`config.mk`:
```
export PLATFORM = sky130hd
export DESIGN_NAME = serial_add_ctrl_flat
export DESIGN_NICKNAME = d
export VERILOG_FILES = /design/src/rtl/serial_add_pkg.sv /design/src/rtl/serial_add_ctrl_if.sv /design/src/rtl/carry_adder.sv /design/src/rtl/serial_add_ctrl.sv /design/src/flat_wrapper.sv
export SDC_FILE = /design/constraint.sdc
export NUM_CORES = 1
export LEC_CHECK = 0
export CAP_MARGIN = 20
export CORE_ASPECT_RATIO = 0.6
export CORE_MARGIN = 2
export CORE_UTILIZATION = 53
export DETAILED_ROUTE_END_ITERATION = 8
export MAX_ROUTING_LAYER = met4
export PLACE_DENSITY = 0.83
export REMOVE_ABC_BUFFERS = 1
export SKIP_LAST_GASP = 1
export SLEW_MARGIN = 15
export SYNTH_ARGS = -nofsm -noshare
export SYNTH_HDL_FRONTEND = slang
export SYNTH_SLANG_ARGS = --single-unit
```
`constraint.sdc`:
```
create_clock -name clk -period 4.1 [get_ports clk]
set_input_delay 0.82 -clock clk [delete_from_list [all_inputs] [get_ports clk]]
set_output_delay 0.82 -clock clk [all_outputs]
set_load 0.005 [all_outputs]
```
`src/rtl/serial_add_pkg.sv`:
```
// serial_add_pkg
// Shared constants and types for the serial adder controller:
//   WIDTH_DEFAULT - default operand/result width in bits
//   SLICE_BITS    - bits added per cycle by the adder slice
//   state_e       - controller state encoding (idle, run, done)
//   idx_width()   - width of the slice index counter for a given operand width
package serial_add_pkg;

   localparam int unsigned WIDTH_DEFAULT = 8;
   localparam int unsigned SLICE_BITS    = 2;

   typedef enum logic [1:0] {
      StIdle = 2'd0,
      StRun  = 2'd1,
      StDone = 2'd2
   } state_e;

   // Slice counter width; at least one bit even when only two slices exist.
   function automatic int unsigned idx_width(input int unsigned width);
      int unsigned num_slices;
      num_slices = width / SLICE_BITS;
      return (num_slices <= 2) ? 1 : $clog2(num_slices);
   endfunction

endpackage

```
`src/rtl/serial_add_ctrl_if.sv`:
```
// serial_add_ctrl_if
// Request/result bundle for the serial adder controller.
//   start      - request to begin an addition
//   a, b, ci   - operands and carry-in, captured with start
//   sum, co    - result and carry-out, valid while done is high and held afterwards
//   busy, done - addition in progress / single-cycle completion pulse
// Modports: master drives the request side, slave is the controller.
interface serial_add_ctrl_if
   import serial_add_pkg::*;
#(
   parameter int unsigned WIDTH = WIDTH_DEFAULT
);

   logic             start;
   logic [WIDTH-1:0] a;
   logic [WIDTH-1:0] b;
   logic             ci;
   logic [WIDTH-1:0] sum;
   logic             co;
   logic             busy;
   logic             done;

   modport master (
      output start, a, b, ci,
      input  sum, co, busy, done
   );

   modport slave (
      input  start, a, b, ci,
      output sum, co, busy, done
   );

endinterface

```
`src/rtl/carry_adder.sv`:
```
// carry_adder
// Two-bit ripple-carry adder slice.
//   a, b - 2-bit addends
//   ci   - carry-in
//   sum  - 2-bit sum
//   co   - carry-out of bit 1
module carry_adder (
   input  logic [1:0] a,
   input  logic [1:0] b,
   input  logic       ci,
   output logic [1:0] sum,
   output logic       co
);

   logic c1;

   always_comb begin
      sum[0] = a[0] ^ b[0] ^ ci;
      c1     = (a[0] & b[0]) | (ci & (a[0] ^ b[0]));
      sum[1] = a[1] ^ b[1] ^ c1;
      co     = (a[1] & b[1]) | (c1 & (a[1] ^ b[1]));
   end

endmodule

```
`src/rtl/serial_add_ctrl.sv`:
```
// serial_add_ctrl
// Adds two WIDTH-bit operands two bits per cycle through a single carry_adder slice.
//   clk - clock, rising edge
//   rst - asynchronous active-high reset
//   bus - serial_add_ctrl_if slave: start/a/b/ci in, sum/co/busy/done out
// start is accepted in idle or done; WIDTH/2 run cycles follow, then a one-cycle done.
module serial_add_ctrl
   import serial_add_pkg::*;
#(
   parameter int unsigned WIDTH = WIDTH_DEFAULT,
   parameter int unsigned SLICE = SLICE_BITS
) (
   input  logic              clk,
   input  logic              rst,
   serial_add_ctrl_if.slave  bus
);

   localparam int unsigned NUM_SLICES = WIDTH / SLICE;
   localparam int unsigned IDX_W      = idx_width(WIDTH);
   localparam int unsigned POS_W      = $clog2(WIDTH);

   localparam logic [IDX_W-1:0] LAST_IDX = IDX_W'(NUM_SLICES - 1);

   state_e           state_q, state_d;
   logic [WIDTH-1:0] a_q, a_d;
   logic [WIDTH-1:0] b_q, b_d;
   logic [WIDTH-1:0] sum_q, sum_d;
   logic             carry_q, carry_d;
   logic             co_q, co_d;
   logic [IDX_W-1:0] idx_q, idx_d;

   logic [POS_W-1:0] bit_pos;
   logic [SLICE-1:0] slice_sum;
   logic             slice_co;

   // Lowest bit position of the slice being added this cycle.
   assign bit_pos = POS_W'(idx_q * SLICE);

   carry_adder u_carry_adder (
      .a   (a_q[bit_pos +: SLICE]),
      .b   (b_q[bit_pos +: SLICE]),
      .ci  (carry_q),
      .sum (slice_sum),
      .co  (slice_co)
   );

   always_comb begin
      state_d = state_q;
      a_d     = a_q;
      b_d     = b_q;
      sum_d   = sum_q;
      carry_d = carry_q;
      co_d    = co_q;
      idx_d   = idx_q;

      unique case (state_q)
         StIdle, StDone: begin
            state_d = StIdle;
            if (bus.start) begin
               state_d = StRun;
               a_d     = bus.a;
               b_d     = bus.b;
               carry_d = bus.ci;
               sum_d   = '0;
               co_d    = 1'b0;
               idx_d   = '0;
            end
         end
         StRun: begin
            sum_d[bit_pos +: SLICE] = slice_sum;
            carry_d                 = slice_co;
            idx_d                   = idx_q + IDX_W'(1);
            if (idx_q == LAST_IDX) begin
               // Top-slice carry goes to co only; sum wraps modulo 2^WIDTH.
               state_d = StDone;
               co_d    = slice_co;
               idx_d   = '0;
            end
         end
         default: state_d = StIdle;
      endcase
   end

   always_ff @(posedge clk or posedge rst) begin
      if (rst) begin
         state_q <= StIdle;
         a_q     <= '0;
         b_q     <= '0;
         sum_q   <= '0;
         carry_q <= 1'b0;
         co_q    <= 1'b0;
         idx_q   <= '0;
      end else begin
         state_q <= state_d;
         a_q     <= a_d;
         b_q     <= b_d;
         sum_q   <= sum_d;
         carry_q <= carry_d;
         co_q    <= co_d;
         idx_q   <= idx_d;
      end
   end

   assign bus.sum  = sum_q;
   assign bus.co   = co_q;
   assign bus.busy = (state_q == StRun);
   assign bus.done = (state_q == StDone);

endmodule

```
`src/flat_wrapper.sv`:
```
// flat-port wrapper written by rule: the top's interface ports become plain ports
module serial_add_ctrl_flat import serial_add_pkg::*;
#(
   parameter int unsigned WIDTH = WIDTH_DEFAULT,
   parameter int unsigned SLICE = SLICE_BITS
)
  (clk, rst, bus_start, bus_a, bus_b, bus_ci, bus_sum, bus_co, bus_busy, bus_done);
  serial_add_ctrl_if #(.WIDTH(WIDTH)) bus_i ();
  input  logic clk;
  input  logic rst;
  input wire logic [$bits(bus_i.start)-1:0] bus_start;
  input wire logic [$bits(bus_i.a)-1:0] bus_a;
  input wire logic [$bits(bus_i.b)-1:0] bus_b;
  input wire logic [$bits(bus_i.ci)-1:0] bus_ci;
  output wire logic [$bits(bus_i.sum)-1:0] bus_sum;
  output wire logic [$bits(bus_i.co)-1:0] bus_co;
  output wire logic [$bits(bus_i.busy)-1:0] bus_busy;
  output wire logic [$bits(bus_i.done)-1:0] bus_done;
  assign bus_i.start = bus_start;
  assign bus_i.a = bus_a;
  assign bus_i.b = bus_b;
  assign bus_i.ci = bus_ci;
  assign bus_sum = bus_i.sum;
  assign bus_co = bus_i.co;
  assign bus_busy = bus_i.busy;
  assign bus_done = bus_i.done;
  serial_add_ctrl #(.WIDTH(WIDTH), .SLICE(SLICE)) u_core (.clk(clk), .rst(rst), .bus(bus_i));
endmodule
```
* Yosys cells after proc, flatten, opt, wreduce, memory -nomap -nowiden
Index checks and enable logic that the tools add are counted.
** Word-level totals
- Flip-flop bits (word level) :: 30
- Output and inout port bits :: 11
- Logic and storage cells :: 48
- Bits of input ports :: 20
** Operators by class
- Shifts and indexed selects :: 4
- Equality and inequality tests :: 5
- Bitwise gates (word level) :: 10
- Add/subtract/negate cells :: 2
- Reductions and logical operators :: 6
- Multiplexer cells :: 14
** Operator list (count)
- $pmux W8 S2 :: 1
- $shiftx A8 B4 Y2 :: 2
- $bwmux W8 :: 1
- $mux W8 :: 1
- $pmux W2 S2 :: 2
- $shift A2 B5 Y8 const A :: 1
- $shiftx A2 B5 Y8 :: 1
- $mux W2 :: 3
- $neg A3 Y5 :: 1
- $and A1 B1 Y1 :: 4
- $eq A2 B2 Y1 const B :: 2
- $mux W1 :: 4
- $pmux W1 S2 :: 2
- $reduce_and A2 Y1 :: 2
- $xor A1 B1 Y1 :: 4
- $reduce_and A3 Y1 :: 1
- $add A2 B1 Y2 const B :: 1
- $eq A2 B1 Y1 const B :: 1
- $logic_not A2 Y1 :: 1
- $ne A2 B1 Y1 const B :: 1
- $ne A2 B2 Y1 const B :: 1
- $or A1 B1 Y1 :: 2
- $reduce_bool A2 Y1 :: 1
- $reduce_or A2 Y1 :: 1

* Logic depth before layout (Yosys ltp)
Gate-level depths: netlist (run 1).
- Depth in word-level cells :: 8
- Depth in mapped cells :: 6
- Mapped depth without buffers :: 5

* Hierarchy
A second synthesis (run 1) with hierarchy kept.
** Second synthesis, totals
- Cell total of the unflattened synthesis :: 153
- Area, all modules :: 1477.7 um^2
** By module, submodules not included
- serial_add_ctrl :: cells each 143, area an instance 1407.6 um^2, sequential area each 750.7 um^2, times used 1
- carry_adder :: cells each 10, area an instance 70.1 um^2, sequential area each 0.0 um^2, times used 1

* Worst setup path after synthesis (run 1)
Ideal clock, no wire load.
- Path kind :: flip-flop to flip-flop
- From :: register u_core.idx_q[0]
- To :: register u_core.sum_q[7] (netlist: u_core.bus.sum[7])
- Slack :: 1772 ps
- Path buffers :: 1
- Clock period less this slack :: 2328 ps
- Required time :: 4004 ps
- Stages on the path, launching flop included :: 7
- Setup time :: 96 ps
- Arrival time :: 2232 ps
- Cell sequence :: dfrtp_1 -> buf_4 -> mux4_2 -> fa_1 -> fa_1 -> nand2_1 -> o31ai_1
** Between the ends
- Cells in the longest elaborated chain, start to end :: 8
- Elaborated cells between the ends (all ways) :: 14
- Those cells by class :: 1 x add/sub; 4 x shift; 2 x mux; 7 x bitwise
** RTL lines
- start, declared :: RTL line serial_add_ctrl.sv:30 : logic [IDX_W-1:0] idx_q, idx_d;
- start signal, assigned :: RTL line serial_add_ctrl.sv:100 : idx_q <= idx_d;
- $shiftx A8 B4 Y2 (on tied branches) :: RTL line serial_add_ctrl.sv:40, serial_add_ctrl.sv:41
- $xor A1 B1 Y1 :: RTL line carry_adder.sv:18, carry_adder.sv:19
- $and A1 B1 Y1 :: RTL line carry_adder.sv:19 : c1 = (a[0] & b[0]) | (ci & (a[0] ^ b[0]));
- $or A1 B1 Y1 :: RTL line carry_adder.sv:19
- $xor A1 B1 Y1 :: RTL line carry_adder.sv:20 : sum[1] = a[1] ^ b[1] ^ c1;
- $shiftx A2 B5 Y8 :: RTL line serial_add_ctrl.sv:70 : sum_d[bit_pos +: SLICE] = slice_sum;
- $bwmux W8 (*) :: RTL line serial_add_ctrl.sv:70
- $pmux W8 S2 (*) :: RTL line serial_add_ctrl.sv:56 : unique case (state_q)
- end signal, assigned :: RTL line serial_add_ctrl.sv:97 : sum_q <= sum_d;
- end, declared :: RTL line serial_add_ctrl.sv:27 : logic [WIDTH-1:0] sum_q, sum_d;
Mark *: on every way between the ends. The rest lies on a longest branch, timed or not.
A chain may end at the register's enable or synchronous reset.

* Final worst setup path (run 1)
Same ends and word-level chain as after synthesis.

==> results of run 1 <==
[kinds of logic after synthesis]
logic type / after synthesis / synth area share [%]
AOI/OAI and AO/OA: 14 / 6.78
muxes: 4 / 6.26
and+or+nand+nor: 73 / 23.9
adders and majority gates: 6 / 6.26
DFF: 30 / 52.1
buffers and inverters: 11 / 4.69
[per-layer routing]
layer / wire (um) / vias up
li1: - / 522
met1: 1370 / 512
met2: 1310 / 38
met3: 204 / 9
met4: 59 / 0
met5: 0 / -
[metrics by stage]
| stage | instances | power [mW] | cell area, um^2 | util [%] |
|---|---|---|---|---|
| 2_1_floorplan | 132 | 0.946 | 1390 | - |
| 3_3_place_gp | 195 | 1.13 | 1740 | 68.5 |
| 3_5_place_dp | 195 | 1.17 | 1740 | 68.5 |
| 4_1_cts | 203 | 1.41 | 1830 | 72.1 |
| 5_1_grt | 203 | 1.52 | 1830 | 72.1 |
| 6_report | 203 | 1.41 | 1830 | 72.1 |
[worst max path at each step]
stage | start | end | cells past startpoint
finish | u_core.idx_q[0]$_DFFE_PP0P_ | u_core.bus.sum[7]$_DFFE_PP0P_ | 5
global route | u_core.idx_q[0]$_DFFE_PP0P_ | u_core.bus.sum[7]$_DFFE_PP0P_ | 5
CTS | u_core.idx_q[0]$_DFFE_PP0P_ | u_core.bus.sum[7]$_DFFE_PP0P_ | 5
detailed placement | u_core.idx_q[0]$_DFFE_PP0P_ | u_core.bus.sum[7]$_DFFE_PP0P_ | 5
global placement | u_core.idx_q[0]$_DFFE_PP0P_ | u_core.bus.sum[7]$_DFFE_PP0P_ | 5
floorplan | u_core.idx_q[0]$_DFFE_PP0P_ | u_core.bus.sum[7]$_DFFE_PP0P_ | 5
[final cells by class]
cell class | count | share of cell area, %
well taps | 32 | 2.19
inverters | 5 | 1.03
clock inverters | 1 | 0.273
clock buffers | 7 | 4.72
multi-input cells | 97 | 34.0
repair buffers | 31 | 16.8
flip-flops and latches | 30 | 41.0
[synth_stat cells, types with 2 or more instances]
| cell type | n | area, um^2 |
|---|---|---|
| nand2_1 | 54 | 203 |
| dfrtp_1 | 30 | 751 |
| nand3_1 | 10 | 50.1 |
| buf_4 | 5 | 37.5 |
| a22o_1 | 4 | 35.0 |
| ha_1 | 4 | 50.1 |
| inv_1 | 4 | 15.0 |
| mux4_2 | 4 | 90.1 |
| o31ai_1 | 4 | 30.0 |
| o21ai_0 | 3 | 15.0 |
| a21oi_1 | 2 | 10.0 |
| fa_1 | 2 | 40.0 |
| nand3b_1 | 2 | 15.0 |
| nor2b_1 | 2 | 12.5 |
[power by group through the flow]
stage	logic, mW	registers (mW)	clock network [mW]
after floorplan	0.443	0.503	0
after global placement	0.605	0.527	0
after detailed placement	0.636	0.532	0
after CTS	0.638	0.530	0.244
after global routing	0.715	0.549	0.259
final	0.636	0.531	0.240
[flip-flops by register name, indices dropped and copies added (netlist names)]
signal	flops
u_core.bus.co	1
u_core.carry_q	1
u_core.bus.sum	8
u_core.idx_q	2
u_core.a_q	8
u_core.state_q	2
u_core.b_q	8
[worst max-delay path: cells and delay by family, from the launching register on]
kind	cells	cell delay [ps]
adders and majority gates	2	990
DFF	1	670
muxes	1	590
AOI/OAI and AO/OA	1	180
and+or+nand+nor	1	70
==> reports/results.ini, run 1 <==
[setup_path]
crit_path_start_kind = flip-flop
crit_top_cell = fa_1
crit_path_end_kind = flip-flop
critPathKind = reg2reg
slowest_delay_ps = 670
cp_slowest_cell = dfrtp_1
rr_worst_depth = 5
r2r-end = u_core.bus.sum[7]$_DFFE_PP0P_
worstPathRequired_ps = 4280
crit_fanout = 12
r2r_setup_slack_ps = 1490
reg2reg_from = u_core.idx_q[0]$_DFFE_PP0P_
path_cells = mux4_2 > fa_1 > fa_1 > nand2_1 > o31ai_1
crit_arrival_ps = 2780

[cts]
cts_buffers = 5
clockRootBuffer = clkbuf_8
clk_latency_ps = 280
postCtsHoldBufs = 0
ctsResizeCount = 0
cts_setup_buffers = 0
htree_levels = 2
clk_pin_slew_ps = 60
cts.sinks = 30
cts_tree = done
clockBufferDepth = 2

[floorplan]
die_area_um2 = 3160
ios = 31
rows = 14
die_w_um = 71.3
coreArea_um2 = 2540
initial_utilization_pct = 56.7
die_h_um = 44.4

[placed_design]
port_buffers = 30
gp_congestion = 0.814
dp_slack_ps = 1480
hpwlAfterDp_um = 2040

[timing]
fin_ws_ps = 1490
period_share_pct = 63.5
max_freq_ghz = 0.384
skew_ps = 6.03
tightest_slew_ps = 896
finalSetupViolCount = 0
hold_viol = 0
period_needed_ps = 2610
rsz0062_at_grt = false
slew_headroom_pct = 40.3
tns_ps = 0
holdWs_ps = 479
final-max-slew-violation-count = 0

[global_routing]
grt_pass1_wl_um = 5020
globalRoute.busiestLayer = met2
grt_usage_pct = 22.0
grt_use_met2_pct = 33.9
globalRouteMet3Util_pct = 7.74
grt_max_degree = 31
antenna_found_initial = 0
met1_usage_pct = 26.7
grt_pass1_vias = 1110
overflow = 0

[pwr]
seqPwrFrac_pct = 37.7
power.switching_mw = 0.545
clkPwrFrac_pct = 17.1
p_int_mw = 0.862
combPwrFrac_pct = 45.2
p_sw_share_pct = 38.7
power_density_nw_per_um2 = 769
p_leak_nw = 0.867
ir_drop_mv = 0.314

[route]
dr.pass1.iters = 4
ant_nets = 0
wl_um = 2940
vias = 1081
drt_iter0_markers = 94
routed_via_density = 5.33
avgRoutedWirePerCell_um = 14.5
drc = 0

[yosys]
synthCells = 138
synth-edff-count = 0
yosysWarningCount = 0
yosysUniqueCellTypes = 22
syn_area_um2 = 1440
synthArstFlopShare_pct = 100
avgSynthCellArea_um2 = 10.4
ys.flop_type = dfrtp_1
ys_seq_area_share_pct = 52.1
synth-seq-cells = 30

[hold_path]
hold_class = reg2reg
hold_end = u_core.a_q[4]$_DFFE_PP0P_
hold-path-cell-count = 2
hold_start = u_core.a_q[4]$_DFFE_PP0P_

[layout]
multiInputGateArea_um2 = 622
fillers = 172
antenna_cells = 0
final_net_count = 196
syn_to_final_growth_pct = 27.1
drive_gt1_share_pct = 9.94
layout_common_cells = 54 x nand2_1, 30 x clkdlybuf4s50_1, 30 x dfrtp_1, 10 x nand3_1, 6 x clkbuf_8
seqCellArea_um2 = 751
final_common_cell = nand2_1

[flow_run]
max_cap_violations = 0

[run_status]
outcome = finished, final reports clean

No activity file was read; power rests on OpenSTA's default activity.
==> inputs of run 2 (changes only) <==
- CORE_UTILIZATION: 53 -> 45
- PLACE_DENSITY: 0.83 -> 0.75
- clock period: 4.1 -> 2.25 ns (I/O delays scaled with it)
==> reports/results.ini, run 2 (synthesized netlist as in run 1, its figures left out) <==
[cts]
clockRootBuffer = clkbuf_8
cts_tree = done
clk_latency_ps = 280  ; about the same
clk_pin_slew_ps = 60  ; about the same
cts_buffers = 5  ; unchanged
clockBufferDepth = 2  ; unchanged
cts.sinks = 30  ; unchanged
htree_levels = 2  ; unchanged

[timing]
skew_ps = 4.33  ; -1.70 ps
final-max-slew-violation-count = 0  ; unchanged
slew_headroom_pct = 75.4  ; +35 points
tns_ps = 0  ; unchanged
period_needed_ps = 2240  ; -364 ps
rsz0062_at_grt = true
hold_viol = 0  ; unchanged
tightest_slew_ps = 369  ; -527 ps
max_freq_ghz = 0.446  ; +16%
fin_ws_ps = 8.40  ; -1490 ps
holdWs_ps = 473  ; -6.57 ps
finalSetupViolCount = 0  ; unchanged
period_share_pct = 99.6  ; +36 points

[layout]
drive_gt1_share_pct = 13.6  ; +3.6 points
syn_to_final_growth_pct = 31.5
fillers = 266  ; +55%
final_net_count = 202  ; +3.1%
layout_common_cells = 54 x nand2_1, 30 x clkdlybuf4s50_1, 30 x dfrtp_1, 10 x nand3_1, 7 x buf_4
finalNonFillerCells = 219  ; +7.9%
antenna_cells = 0  ; unchanged
postLayoutCoreUtil_pct = 63.8  ; -8.2 points
final_common_cell = nand2_1
final_area_um2 = 1890  ; +3.4%

[pwr]
power.total_mw = 2.66  ; +89%
power_density_nw_per_um2 = 1400  ; +83%
ir_drop_mv = 0.476  ; +51%
seqPwrFrac_pct = 34.7  ; -3.0 points
p_int_mw = 1.65  ; +91%
clkPwrFrac_pct = 16.7  ; -0.4 points
p_leak_nw = 0.894  ; +3.1%
p_sw_share_pct = 38.0  ; -0.72 points
combPwrFrac_pct = 48.7  ; +3.5 points
power.switching_mw = 1.01  ; +85%

[route]
wl_um = 2980  ; +1.5%
ant_nets = 0  ; unchanged
avgRoutedWirePerCell_um = 13.6  ; -5.9%
drt_iter0_markers = 67  ; -29%
routed_via_density = 4.94  ; -7.3%
dr.pass1.iters = 4  ; unchanged
vias = 1081  ; unchanged
drc = 0  ; unchanged

[global_routing]
globalRoute.busiestLayer = met2
overflow = 0  ; unchanged
grt_max_degree = 31  ; unchanged
grt_pass1_wl_um = 5140  ; +2.5%
grt_pass1_vias = 1074  ; -3.2%
antenna_found_initial = 0  ; unchanged
grt_usage_pct = 20.6  ; -1.4 points
globalRouteMet3Util_pct = 9.25  ; +1.5 points
grt_use_met2_pct = 34.4  ; +0.50 points
met1_usage_pct = 22.8  ; -3.9 points

[floorplan]
coreArea_um2 = 2970  ; +17%
die_h_um = 47.8  ; +7.8%
die_w_um = 77.0  ; +8.1%
die_area_um2 = 3680  ; +16%
rows = 15  ; +1
initial_utilization_pct = 48.6  ; -8.1 points
ios = 31  ; unchanged

[setup_path]
critPathKind = reg2reg
worstPathRequired_ps = 2440  ; -1840 ps
rr_worst_depth = 5  ; unchanged
crit_path_end_kind = flip-flop
crit_path_start_kind = flip-flop
crit_fanout = 4  ; -8
crit_arrival_ps = 2430  ; -350 ps

[hold_path]
hold-path-cell-count = 2  ; unchanged
hold_class = reg2reg

[run_status]
outcome = finished, final reports clean

[placed_design]
gp_congestion = 0.854  ; +4.9%
dp_slack_ps = -86.6  ; -1570 ps
placed_cells = 210  ; +7.7%
hpwlAfterDp_um = 2270  ; +11%
port_buffers = 30  ; unchanged
place_area_um2 = 1790  ; +2.9%

[flow_run]
max_cap_violations = 0  ; unchanged

## run 2: critical path, stage by stage (launching register included)
cell     delay (ps)
dfrtp_1         420
mux4_2          540
fa_2            380
fa_2            580
nand2_1          60
o31ai_1         180
## run 2: repair_timing
action,4_1_cts,5_1_grt
buffers inserted,1,0
hold buffers,0,0
endpoints found under the setup margin,4,2
gates resized for setup,3,0
pin swaps,2,1
## run 2: path summary, 6_finish.rpt
kind,startpoint,endpoint,slack (ps)
setup / recovery,u_core.idx_q[0]$_DFFE_PP0P_,u_core.bus.sum[7]$_DFFE_PP0P_,8
hold / removal,u_core.a_q[5]$_DFFE_PP0P_,u_core.a_q[5]$_DFFE_PP0P_,470
setup reg to reg,u_core.idx_q[0]$_DFFE_PP0P_,u_core.bus.sum[7]$_DFFE_PP0P_,8
hold reg to reg,u_core.a_q[5]$_DFFE_PP0P_,u_core.a_q[5]$_DFFE_PP0P_,470
max in group asynchronous,rst,u_core.state_q[0]$_DFFE_PP0P_,1440
min in group asynchronous,rst,u_core.bus.sum[0]$_DFFE_PP0P_,540
## run 2: cell type report
type	instances	area (um^2)	share of cell area, %
inverter	5	18.8	0.991
clock inverter	1	5.00	0.264
tap	42	52.6	2.78
timing repair buffer	37	353	18.6
multi-input combinational	97	627	33.1
clock buffer	7	86.3	4.56
sequential	30	751	39.7
## run 2: per-layer routing
| layer | vias to the layer above | part of all wire (%) |
|---|---|---|
| met5 | - | 0 |
| met1 | 515 | 45 |
| met2 | 26 | 48 |
| met3 | 4 | 5.5 |
| met4 | 0 | 1.4 |
| li1 | 536 | - |
## run 2: power by group through the flow
stage          registers (mW)  clock network (mW)  logic (mW)
2_1_floorplan           0.917                   0       0.808
3_3_place_gp            0.915                   0        1.20
3_5_place_dp            0.937                   0        1.25
4_1_cts                 0.926               0.453        1.31
5_1_grt                 0.955               0.482        1.45
6_report                0.921               0.443        1.29
